$ cat src/rtl/johnring_monitor.sv
`default_nettype none
// +--------------------------------------------------------------------------+
// | johnring_monitor: decodes and sequence-checks a 6-bit ring/Johnson state |
// | Revision: 1.0                                                            |
// +--------------------------------------------------------------------------+
module johnring_monitor #(
  parameter int ILL_THRESH = 3
) (
  input  logic       clk,
  input  logic       reset,
  input  logic       en,
  input  logic       mode,
  input  logic [5:0] q_in,
  output logic [3:0] phase,
  output logic       phase_valid,
  output logic       illegal,
  output logic       step_err,
  output logic [7:0] rev_cnt,
  output logic [7:0] err_cnt,
  output logic       recover_req
);

  localparam logic [3:0] THRESH = 4'(ILL_THRESH);

  logic [3:0] ill_cnt;
  logic       hist_valid;
  logic       prev_mode;

  logic       ring_legal;
  logic [3:0] ring_phase;
  logic [2:0] pop;
  logic       john_legal;
  logic [3:0] john_phase;
  logic       legal;
  logic [3:0] new_phase;
  logic [3:0] n_last;
  logic [3:0] succ;
  logic       checked;
  logic       step_bad;
  logic       wrap;
  logic [3:0] ill_next;

  always_comb begin
    ring_legal = 1'b0;
    ring_phase = 4'd0;
    pop        = 3'd0;
    for (int i = 0; i < 6; i++) begin
      if (q_in == (6'd1 << i)) begin
        ring_legal = 1'b1;
        ring_phase = 4'(i);
      end
      pop = pop + {2'b00, q_in[i]};
    end
  end

  // Johnson states are a contiguous run of ones anchored at bit 0 or bit 5.
  always_comb begin
    john_legal = ((q_in & (q_in + 6'd1)) == 6'd0) ||
                 ((~q_in & (~q_in + 6'd1)) == 6'd0);
    if (q_in == 6'd0)
      john_phase = 4'd0;
    else if (q_in[0])
      john_phase = {1'b0, pop};
    else
      john_phase = 4'd12 - {1'b0, pop};
  end

  always_comb begin
    legal     = mode ? john_legal : ring_legal;
    new_phase = mode ? john_phase : ring_phase;
    n_last    = mode ? 4'd11 : 4'd5;
    succ      = (phase == n_last) ? 4'd0 : phase + 4'd1;
    checked   = legal && hist_valid && (mode == prev_mode);
    step_bad  = checked && (new_phase != phase) && (new_phase != succ);
    wrap      = checked && (phase == n_last) && (new_phase == 4'd0);
    ill_next  = ill_cnt + 4'd1;
  end

  always_ff @(posedge clk) begin
    if (reset) begin
      phase       <= 4'd0;
      phase_valid <= 1'b0;
      illegal     <= 1'b0;
      step_err    <= 1'b0;
      rev_cnt     <= 8'd0;
      err_cnt     <= 8'd0;
      recover_req <= 1'b0;
      ill_cnt     <= 4'd0;
      hist_valid  <= 1'b0;
      prev_mode   <= 1'b0;
    end else if (!en) begin
      step_err    <= 1'b0;
      recover_req <= 1'b0;
    end else begin
      prev_mode   <= mode;
      phase_valid <= legal;
      illegal     <= !legal;
      hist_valid  <= legal;
      step_err    <= step_bad;
      if ((!legal || step_bad) && (err_cnt != 8'hFF))
        err_cnt <= err_cnt + 8'd1;
      if (legal) begin
        phase       <= new_phase;
        ill_cnt     <= 4'd0;
        recover_req <= 1'b0;
        if (wrap)
          rev_cnt <= rev_cnt + 8'd1;
      end else if (ill_next == THRESH) begin
        ill_cnt     <= 4'd0;
        recover_req <= 1'b1;
      end else begin
        ill_cnt     <= ill_next;
        recover_req <= 1'b0;
      end
    end
  end

endmodule
`default_nettype wire

$ cat config.mk
export PLATFORM = sky130hd
export DESIGN_NAME = johnring_monitor
export DESIGN_NICKNAME = d
export VERILOG_FILES = /design/src/rtl/johnring_monitor.sv
export SDC_FILE = /design/constraint.sdc
export NUM_CORES = 1
export LEC_CHECK = 0
export BUFFER_PORTS_ARGS = -buffer_cell sky130_fd_sc_hd__buf_2
export CAP_MARGIN = 20
export CORE_MARGIN = 3
export CORE_UTILIZATION = 42
export DETAILED_ROUTE_END_ITERATION = 10
export GPL_TIMING_DRIVEN = 0
export PLACE_DENSITY_LB_ADDON = 0.1
export SLEW_MARGIN = 20
export SYNTH_ARGS = -nofsm -noshare
export SYNTH_HDL_FRONTEND = slang
export SYNTH_SLANG_ARGS = --single-unit
export TNS_END_PERCENT = 50
$ cat constraint.sdc
create_clock -name clk -period 7.9 [get_ports clk]
set_clock_uncertainty 0.05 [all_clocks]
set_input_delay 1.185 -clock clk [delete_from_list [all_inputs] [get_ports clk]]
set_output_delay 1.185 -clock clk [all_outputs]
set_load 0.05 [all_outputs]
==> results of run 1 <==
-- cells by family after synthesis --
group | Yosys count | synth area share
AO/OA/AOI/OAI | 54 | 0.1855
XOR/XNOR | 19 | 0.07931
adder cells (fa/ha/maj) | 16 | 0.1061
buffers and inverters | 29 | 0.06857
flip-flops | 29 | 0.2767
multiplexers | 6 | 0.02922
AND/OR/NAND/NOR | 91 | 0.2546
-- through the flow --
| step | instance area (µm²) | utilization |
|---|---|---|
| after detailed placement | 2342 | 0.4894 |
| final | 2444 | 0.5106 |
| after floorplan | 2098 | - |
| after global routing | 2444 | 0.5106 |
| after global placement | 2342 | 0.4894 |
| after CTS | 2444 | 0.5106 |
-- power breakdown --
| group | internal, mW | switching (mW) | leakage (nW) |
|---|---|---|---|
| combinational | 0.0413 | 0.0660 | 0.778 |
| clock | 0.0787 | 0.0568 | 0.0542 |
| sequential | 0.150 | 0.00503 | 0.235 |
-- worst min-delay path, cell delays in order (launching register included) --
cell,delay (ps)
dfxtp_1,310
nor2_1,90
a211oi_1,50
-- area by class of cell --
cell class | count | area [µm²] | share of cell area
buffer | 10 | 72.57 | 0.02970
clock buffer | 7 | 96.34 | 0.03943
clock inverter | 1 | 5.005 | 0.002048
inverter | 19 | 71.32 | 0.02919
multi-input combinational | 186 | 1374 | 0.5622
sequential | 29 | 580.6 | 0.2376
tap | 67 | 83.83 | 0.03431
timing repair buffer | 32 | 160.2 | 0.06554
-- final timing paths --
check                           cells after the start                       to  slack [ps]                  start
worst min-delay path                                2     illegal$_SDFFE_PP0P_         450   illegal$_SDFFE_PP0P_
worst max register to register                      9  err_cnt[1]$_SDFFE_PP0P_        5080  phase[2]$_SDFFE_PP0P_
worst max-delay path                               16  rev_cnt[7]$_SDFFE_PP0P_        2480                q_in[0]
worst min register to register                      2     illegal$_SDFFE_PP0P_         450   illegal$_SDFFE_PP0P_
-- registers in the layout, indices dropped and copies added (netlist names) --
signal,count
err_cnt,8
hist_valid,1
ill_cnt,4
illegal,1
phase,4
prev_mode,1
recover_req,1
rev_cnt,8
step_err,1
-- layer usage --
layer / up-vias / track usage / wire (µm) / share of wire
met2: 25 / 0.2587 / 2000 / 0.44
met4: 0 / 0.03261 / 14 / 0.0030
li1: 944 / - / - / -
met5: - / 0 / 0 / 0
met3: 2 / 0.03169 / 135 / 0.029
met1: 848 / 0.2423 / 2445 / 0.53
-- placed cells by master (no fill, tap or decap), types with 3 or more instances in the layout --
cell,netlist,routed
xor2_1,12,12
nand2b_1,5,5
inv_1,18,18
buf_6,4,4
and2_1,3,3
buf_2,1,33
nor3_1,5,5
a21o_1,5,5
a211oi_1,3,3
xnor2_1,7,7
o211ai_1,3,3
nand3_1,10,10
nor2b_1,4,4
ha_1,13,13
mux2i_1,5,5
fa_1,3,3
nor2_1,21,21
o21ai_0,10,10
dfxtp_1,29,29
a21oi_1,16,16
nand4_1,7,7
clkbuf_8,0,7
clkbuf_1,3,3
and3_1,4,4
nand2_1,13,13
==> flow_summary.toml, run 1 <==
[sta]
finalSetupTns_ps = 0
tightestPinTransition_ps = 541.3
relSlewSlack = 0.6376
hold_viol_final = 0
hold_slack_ps = 445.9
maxSlewViolCount = 0
finalSetupViolCount = 0
fin_crit_sh = 0.6855
clock.fmax_ghz = 0.1847
setup_ws_ps = 2485
rsz0062_at_grt = "false"
fin_crit_ps = 5415

[floorplanning]
die_area_um2 = 5880
start_util = 0.4384
die_y_um = 76.68
coreArea_um2 = 4786
die_w_um = 76.68
rows = 25
io_pins = 34

[global_route]
antenna_found_initial = 0
grt-ovfl-total = 0
grt_pass1_wl_um = 8238
grt_max_degree = 11
first_global_vias = 1741
grt_use_total = 0.1672

[power]
worst_ir_drop_vdd_mv = 0.1219
leakage_nw = 1.067
p_per_area_nw_per_um2 = 162.9
total_power_mw = 0.3982

[synth]
yosys-top-cells-count = "dfxtp_1, nor2_1, inv_1"
synth.most_common_cell = "dfxtp_1"
syn_area_um2 = 2098
synth_warnings = 0
avgSynthCellArea_um2 = 8.599
synthArstFlopShare = 0
synth_top_area_cell = "dfxtp_1"
synth_sequential_area_ratio = 0.2767
synth_area_leaders = "dfxtp_1, ha_1, xor2_1, a21oi_1, nor2_1"
synth_flop_cell = "dfxtp_1"
yosysTopAreaCellShare = 0.2767
yosysUniqueCellTypes = 59
synth_nets = 270
synth-edff-count = 0
synth-seq-cells = 29
synthCells = 244

[placement]
dp.cells = 343
place_ws_ps = 2189
io_buffers = 32
gp_congestion = 0.8004
place.detailed.hpwl_um = 3425

[drt]
drcViolationCount = 0
detail_route.iter0.violations = 54
wl_per_cell_um = 13.09
viasPerCell = 5.182
route.vias.total = 1819
wl_um = 4595
antenna_left = 0
dr.pass1.iters = 4

[worst_setup_path]
critPathTopFamily = "adder cells"
worstPathArrival_ps = 5590
startpoint_type = "input port"
cp_cell_sequence = "buf_2, fa_1, inv_1, fa_1, inv_1, ha_1, inv_1, fa_1, ha_1, o21ai_0, o221ai_2, or3b_4, nor4_4, nand4_2, or4_1, nand2_1"
crit_required_ps = 8070
endpoint_kind = "flip-flop"
critical_path.max_fanout = 10
crit_path_top_delay_cell = "fa_1"
slowest_delay_ps = 540
path_buf_inv = 4
critical_path_class = "in2reg"

[clock_network]
cts_hold_buffers = 0
numCtsBuffers = 5
cts_tree = "done"
cts_buffer_depth = 2
cts_resized = 0
cts.htree.levels = 2
postCtsSetupBuffers = 0
cts.sinks = 29
clk-insertion-delay-late_ps = 270
path_clk_slew_ps = 70
root_buffer = "clkbuf_8"

[min_path]
hp-class = "reg2reg"

[flow_run]
max_cap_viol_count = 0

[layout]
nNetsFinal = 309
drive_gt1_frac = 0.2183
final.fill_count = 488
areaGrowthSynthToFinish_pct = 16.46
final_cells = 351
diodes = 0

[run_status]
status = "complete, no violations"
No activity file was read; power rests on OpenSTA's default activity.
==> inputs of run 2 (changes only) <==
==> constraint.sdc (replaced) <==
create_clock -name clk -period 5.4 [get_ports clk]
set_clock_uncertainty 0.05 [all_clocks]
set_input_delay 0.81 -clock clk [delete_from_list [all_inputs] [get_ports clk]]
set_output_delay 0.81 -clock clk [all_outputs]
set_load 0.05 [all_outputs]
==> run 2 against run 1 <==
  * Sequential power increased by 46%
  * Worst hold slack unchanged
  * Worst setup slack got worse by 2000 ps
  * Largest cell class unchanged
  * Register-to-register slack got worse by 2500 ps
  * Flip-flop and latch count unchanged
  * Clock power increased by 47%
  * Cell count unchanged
  * Combinational power increased by 48%
==> flow_summary.toml, run 2 (synthesized netlist as in run 1, its figures left out) <==
[power]
combPwrFrac = 0.271
p_int_mw = 0.3961
swShare = 0.3210
pwr-share-seq = 0.390
worst_ir_drop_vdd_mv = 0.1783
p_per_area_nw_per_um2 = 238.7
clock_power_share = 0.340
p_switching_mw = 0.1873
leakage_nw = 1.067

[global_route]
antenna_found_initial = 0
grt_pass1_wl_um = 8238
first_global_vias = 1741
grt_max_degree = 11
grt_use_met3 = 0.03169
use_met2 = 0.2587
grt_busiest_layer = "met2"
grt-ovfl-total = 0
grtUsageMet1 = 0.2423
grt_use_total = 0.1672

[placement]
place.detailed.hpwl_um = 3425
io_buffers = 32
dp.cells = 343
gp_congestion = 0.8004

[run_status]
status = "complete, no violations"

[worst_setup_path]
critical_path.max_fanout = 10
critical_path_class = "in2reg"
endpoint_kind = "flip-flop"
worstPathArrival_ps = 5100
crit_required_ps = 5570
startpoint_type = "input port"

[floorplanning]
start_util = 0.4384
die_area_um2 = 5880
io_pins = 34
die_w_um = 76.68
rows = 25
die_y_um = 76.68
coreArea_um2 = 4786

[clock_network]
postCtsSetupBuffers = 0
cts_buffer_depth = 2
path_clk_slew_ps = 70
numCtsBuffers = 5
root_buffer = "clkbuf_8"
cts_tree = "done"
clk-insertion-delay-late_ps = 270
cts.htree.levels = 2
cts.sinks = 29

[sta]
finalSetupViolCount = 0
fin_crit_sh = 0.9137
finalSetupTns_ps = 0
rsz0062_at_grt = "false"
hold_slack_ps = 445.9
fin_crit_ps = 4934
clock.fmax_ghz = 0.2027
hold_viol_final = 0
tightestPinTransition_ps = 541.3
maxSlewViolCount = 0
relSlewSlack = 0.6375

[layout]
nNetsFinal = 309
most-common-layout-cells = "buf_2, dfxtp_1, nor2_1"
diodes = 0
final.fill_count = 488
final_common_cell = "buf_2"
drive_gt1_frac = 0.2183
areaGrowthSynthToFinish_pct = 16.46
final_cells = 351
top_regs = "err_cnt (8), rev_cnt (8)"

[flow_run]
max_cap_viol_count = 0

[drt]
wl_per_cell_um = 13.09
antenna_left = 0
drcViolationCount = 0
wl_um = 4595
dr.pass1.iters = 4
route.vias.total = 1819
viasPerCell = 5.182
detail_route.iter0.violations = 54

[min_path]
hp-class = "reg2reg"
run 2: cell types whose count changed in the layout (fill, tap and decap cells not counted):
cell	previous run	this run
o21ai_1	0	1
o21ai_0	10	9
run 2: per-stage QoR:
stage	area (µm²)	utilization	setup slack [ps]	power [mW]
2_1_floorplan	2098	-	568.4	0.3537
3_3_place_gp	2342	0.4894	123.9	0.3875
3_5_place_dp	2342	0.4894	63.51	0.3894
4_1_cts	2444	0.5106	340.7	0.5885
5_1_grt	2444	0.5106	161.2	0.6224
6_report	2444	0.5106	466.3	0.5834
run 2: layer usage:
| metal | vias up | wire length [µm] |
|---|---|---|
| met2 | 25 | 2000 |
| met5 | - | 0 |
| met3 | 2 | 135 |
| met1 | 848 | 2445 |
| li1 | 944 | - |
| met4 | 0 | 14 |
run 2: cell type report:
| cell class | instances | area, µm² | area share |
|---|---|---|---|
| Timing Repair Buffer | 32 | 160.2 | 0.06554 |
| Inverter | 19 | 71.32 | 0.02919 |
| Clock inverter | 1 | 5.005 | 0.002048 |
| Clock buffer | 7 | 96.34 | 0.03943 |
| Sequential cell | 29 | 580.6 | 0.2376 |
| Multi-Input combinational cell | 186 | 1374 | 0.5622 |
| Tap cell | 67 | 83.83 | 0.03431 |
| Buffer | 10 | 72.57 | 0.02970 |
run 2: power by group through the flow:
| stage | sequential [mW] | combinational (mW) | clock [mW] |
|---|---|---|---|
| 2_1_floorplan | 0.247 | 0.107 | 0 |
| 3_3_place_gp | 0.232 | 0.155 | 0 |
| 3_5_place_dp | 0.232 | 0.157 | 0 |
| 4_1_cts | 0.228 | 0.158 | 0.203 |
| 5_1_grt | 0.229 | 0.179 | 0.215 |
| 6_report | 0.227 | 0.158 | 0.198 |
run 2: path summary, 6_finish.rpt:
check	from	end	slack, ps	depth (start not counted)
worst min register to register	illegal$_SDFFE_PP0P_	illegal$_SDFFE_PP0P_	450	2
worst max register to register	phase[2]$_SDFFE_PP0P_	err_cnt[1]$_SDFFE_PP0P_	2580	9
worst min-delay path	illegal$_SDFFE_PP0P_	illegal$_SDFFE_PP0P_	450	2
worst max-delay path	q_in[0]	rev_cnt[7]$_SDFFE_PP0P_	470	16
run 2: critical path: stages:
cell and delay [ps]:
buf_2 170, fa_1 540, inv_1 50, fa_1 480, inv_1 40, ha_1 170, inv_1 60, fa_1 450
nor2b_1 160, o211ai_1 450, o221ai_2 170, or3b_4 430, nor4_4 380, nand4_2 190, or4_1 490, nand2_1 80
run 2: what timing repair did:
item / in CTS / in global routing
hold buffers: 0 / 0
resized for setup: 0 / 1
setup endpoints to repair: 0 / 1
hold endpoints to repair: 0 / 0
==> inputs of run 3 (changes only) <==
--- a/config.mk
+++ b/config.mk
@@ -8,7 +8,7 @@
 export BUFFER_PORTS_ARGS = -buffer_cell sky130_fd_sc_hd__buf_2
 export CAP_MARGIN = 20
 export CORE_MARGIN = 3
-export CORE_UTILIZATION = 42
+export CORE_UTILIZATION = 57
 export DETAILED_ROUTE_END_ITERATION = 10
 export GPL_TIMING_DRIVEN = 0
 export PLACE_DENSITY_LB_ADDON = 0.1
==> run 3 against run 2 <==
  * Global-route usage grew 5.1 points
  * Clock power shrank 8%
  * Cell count shrank 6.3%
  * Sequential power is essentially flat
  * Highest routed layer unchanged
  * Flip-flop and latch count is the same
==> flow_summary.toml, run 3 (synthesized netlist as in run 1, its figures left out) <==
[worst_setup_path]
critical_path_class = "in2reg"
slowest_delay_ps = 540
crit_required_ps = 5580
cp_cell_sequence = "buf_2, fa_1, inv_1, fa_1, inv_1, ha_1, inv_1, fa_1, ha_1, o21ai_0, o221ai_2, or3b_4, nor4_4, nand4_2, or4_1, nand2_1"
crit_path_top_delay_cell = "fa_1"
critical_path.max_fanout = 10
endpoint_kind = "flip-flop"
critPathTopFamily = "adder cells"
path_buf_inv = 4
startpoint_type = "input port"
worstPathArrival_ps = 5160

[drt]
wl_um = 4469
dr.pass1.iters = 4
detail_route.iter0.violations = 79
wl_per_cell_um = 13.58
viasPerCell = 5.605
route.vias.total = 1844
antenna_left = 0
drcViolationCount = 0

[clock_network]
cts_hold_buffers = 0
cts_tree = "done"
cts.htree.levels = 2
cts_buffer_depth = 2
numCtsBuffers = 5
path_clk_slew_ps = 60
postCtsSetupBuffers = 0
cts.sinks = 29
cts_resized = 0
root_buffer = "clkbuf_8"
clk-insertion-delay-late_ps = 280

[flow_run]
max_cap_viol_count = 0

[placement]
place.detailed.hpwl_um = 3331
gp_congestion = 0.8154
io_buffers = 32
place_ws_ps = 104.3
dp.cells = 322

[global_route]
grt-ovfl-total = 0
grtUsageMet1 = 0.2834
use_met2 = 0.3441
grt_busiest_layer = "met2"
first_global_vias = 1668
grt_use_met3 = 0.06408
grt_use_total = 0.2184
grt_pass1_wl_um = 7445
grt_max_degree = 11
antenna_found_initial = 0

[power]
p_int_mw = 0.3812
combPwrFrac = 0.275
p_switching_mw = 0.1837
p_per_area_nw_per_um2 = 235.1
pwr-share-seq = 0.403
swShare = 0.3252
clock_power_share = 0.323
leakage_nw = 1.057
worst_ir_drop_vdd_mv = 0.1908

[sta]
fin_crit_sh = 0.9220
setup_ws_ps = 421.1
finalSetupViolCount = 0
hold_viol_final = 0
finalSetupTns_ps = 0
clock.fmax_ghz = 0.2008
tightestPinTransition_ps = 560.8
fin_crit_ps = 4979
rsz0062_at_grt = "false"
relSlewSlack = 0.6222
maxSlewViolCount = 0

[floorplanning]
die_y_um = 66.67
rows = 21
io_pins = 34
start_util = 0.6096
die_w_um = 66.67
die_area_um2 = 4445
coreArea_um2 = 3442

[layout]
areaGrowthSynthToFinish_pct = 14.49
final_common_cell = "buf_2"
multiInputGateArea_um2 = 1374
nNetsFinal = 309
drive_gt1_frac = 0.2120
most-common-layout-cells = "buf_2, dfxtp_1, nor2_1"
finalCoreUtilization = 0.6979
regArea_um2 = 580.6
final.fill_count = 302
diodes = 0
final_cells = 329
top_regs = "err_cnt (8), rev_cnt (8)"

[run_status]
status = "complete, no violations"

[min_path]
hp-class = "reg2reg"
-- run 3: final timing paths --
| path | to | from | depth (start not counted) | slack [ps] |
|---|---|---|---|---|
| worst max-delay path | rev_cnt[7]$_SDFFE_PP0P_ | q_in[0] | 16 | 420 |
| worst min-delay path | hist_valid$_SDFFE_PP0P_ | hist_valid$_SDFFE_PP0P_ | 2 | 440 |
| worst max register to register | err_cnt[4]$_SDFFE_PP0P_ | phase[0]$_SDFFE_PP0P_ | 7 | 2550 |
| worst min register to register | hist_valid$_SDFFE_PP0P_ | hist_valid$_SDFFE_PP0P_ | 2 | 440 |
-- run 3: cell type report --
cell class,count,area share
Tap cell,46,0.02396
Timing Repair Buffer,32,0.06667
Inverter,19,0.02969
Sequential cell,29,0.2417
Multi-Input combinational cell,186,0.5719
Buffer,10,0.03021
Clock buffer,7,0.03594
-- run 3: worst register-to-register path: stages, from the launching register on --
cell and delay, ps:
dfxtp_1 490, ha_1 310, or4_1 530, o32a_2 370, a2111oi_2 380, a2111oi_2 140, nand4_1 130, mux2_2 340
-- run 3: routing by layer --
| metal | vias up | wire length (µm) | part of all wire |
|---|---|---|---|
| met4 | 0 | 59 | 0.013 |
| li1 | 941 | - | - |
| met1 | 863 | 2147 | 0.48 |
| met3 | 8 | 211 | 0.047 |
| met2 | 32 | 2051 | 0.46 |
| met5 | - | 0 | 0 |
-- run 3: power groups by stage --
stage | combinational [mW] | clock (mW) | sequential (mW)
6_report | 0.155 | 0.182 | 0.227
3_3_place_gp | 0.153 | 0 | 0.232
4_1_cts | 0.156 | 0.184 | 0.227
2_1_floorplan | 0.107 | 0 | 0.247
5_1_grt | 0.174 | 0.195 | 0.229
3_5_place_dp | 0.155 | 0 | 0.232
-- run 3: metrics by stage --
step,power (mW),hold slack [ps],area (µm²)
floorplan,0.3537,411.4,2098
finish,0.5649,441.9,2402
global route,0.5973,455.0,2402
detailed placement,0.3866,435.4,2316
CTS,0.5676,445.4,2402
global placement,0.3848,432.2,2316
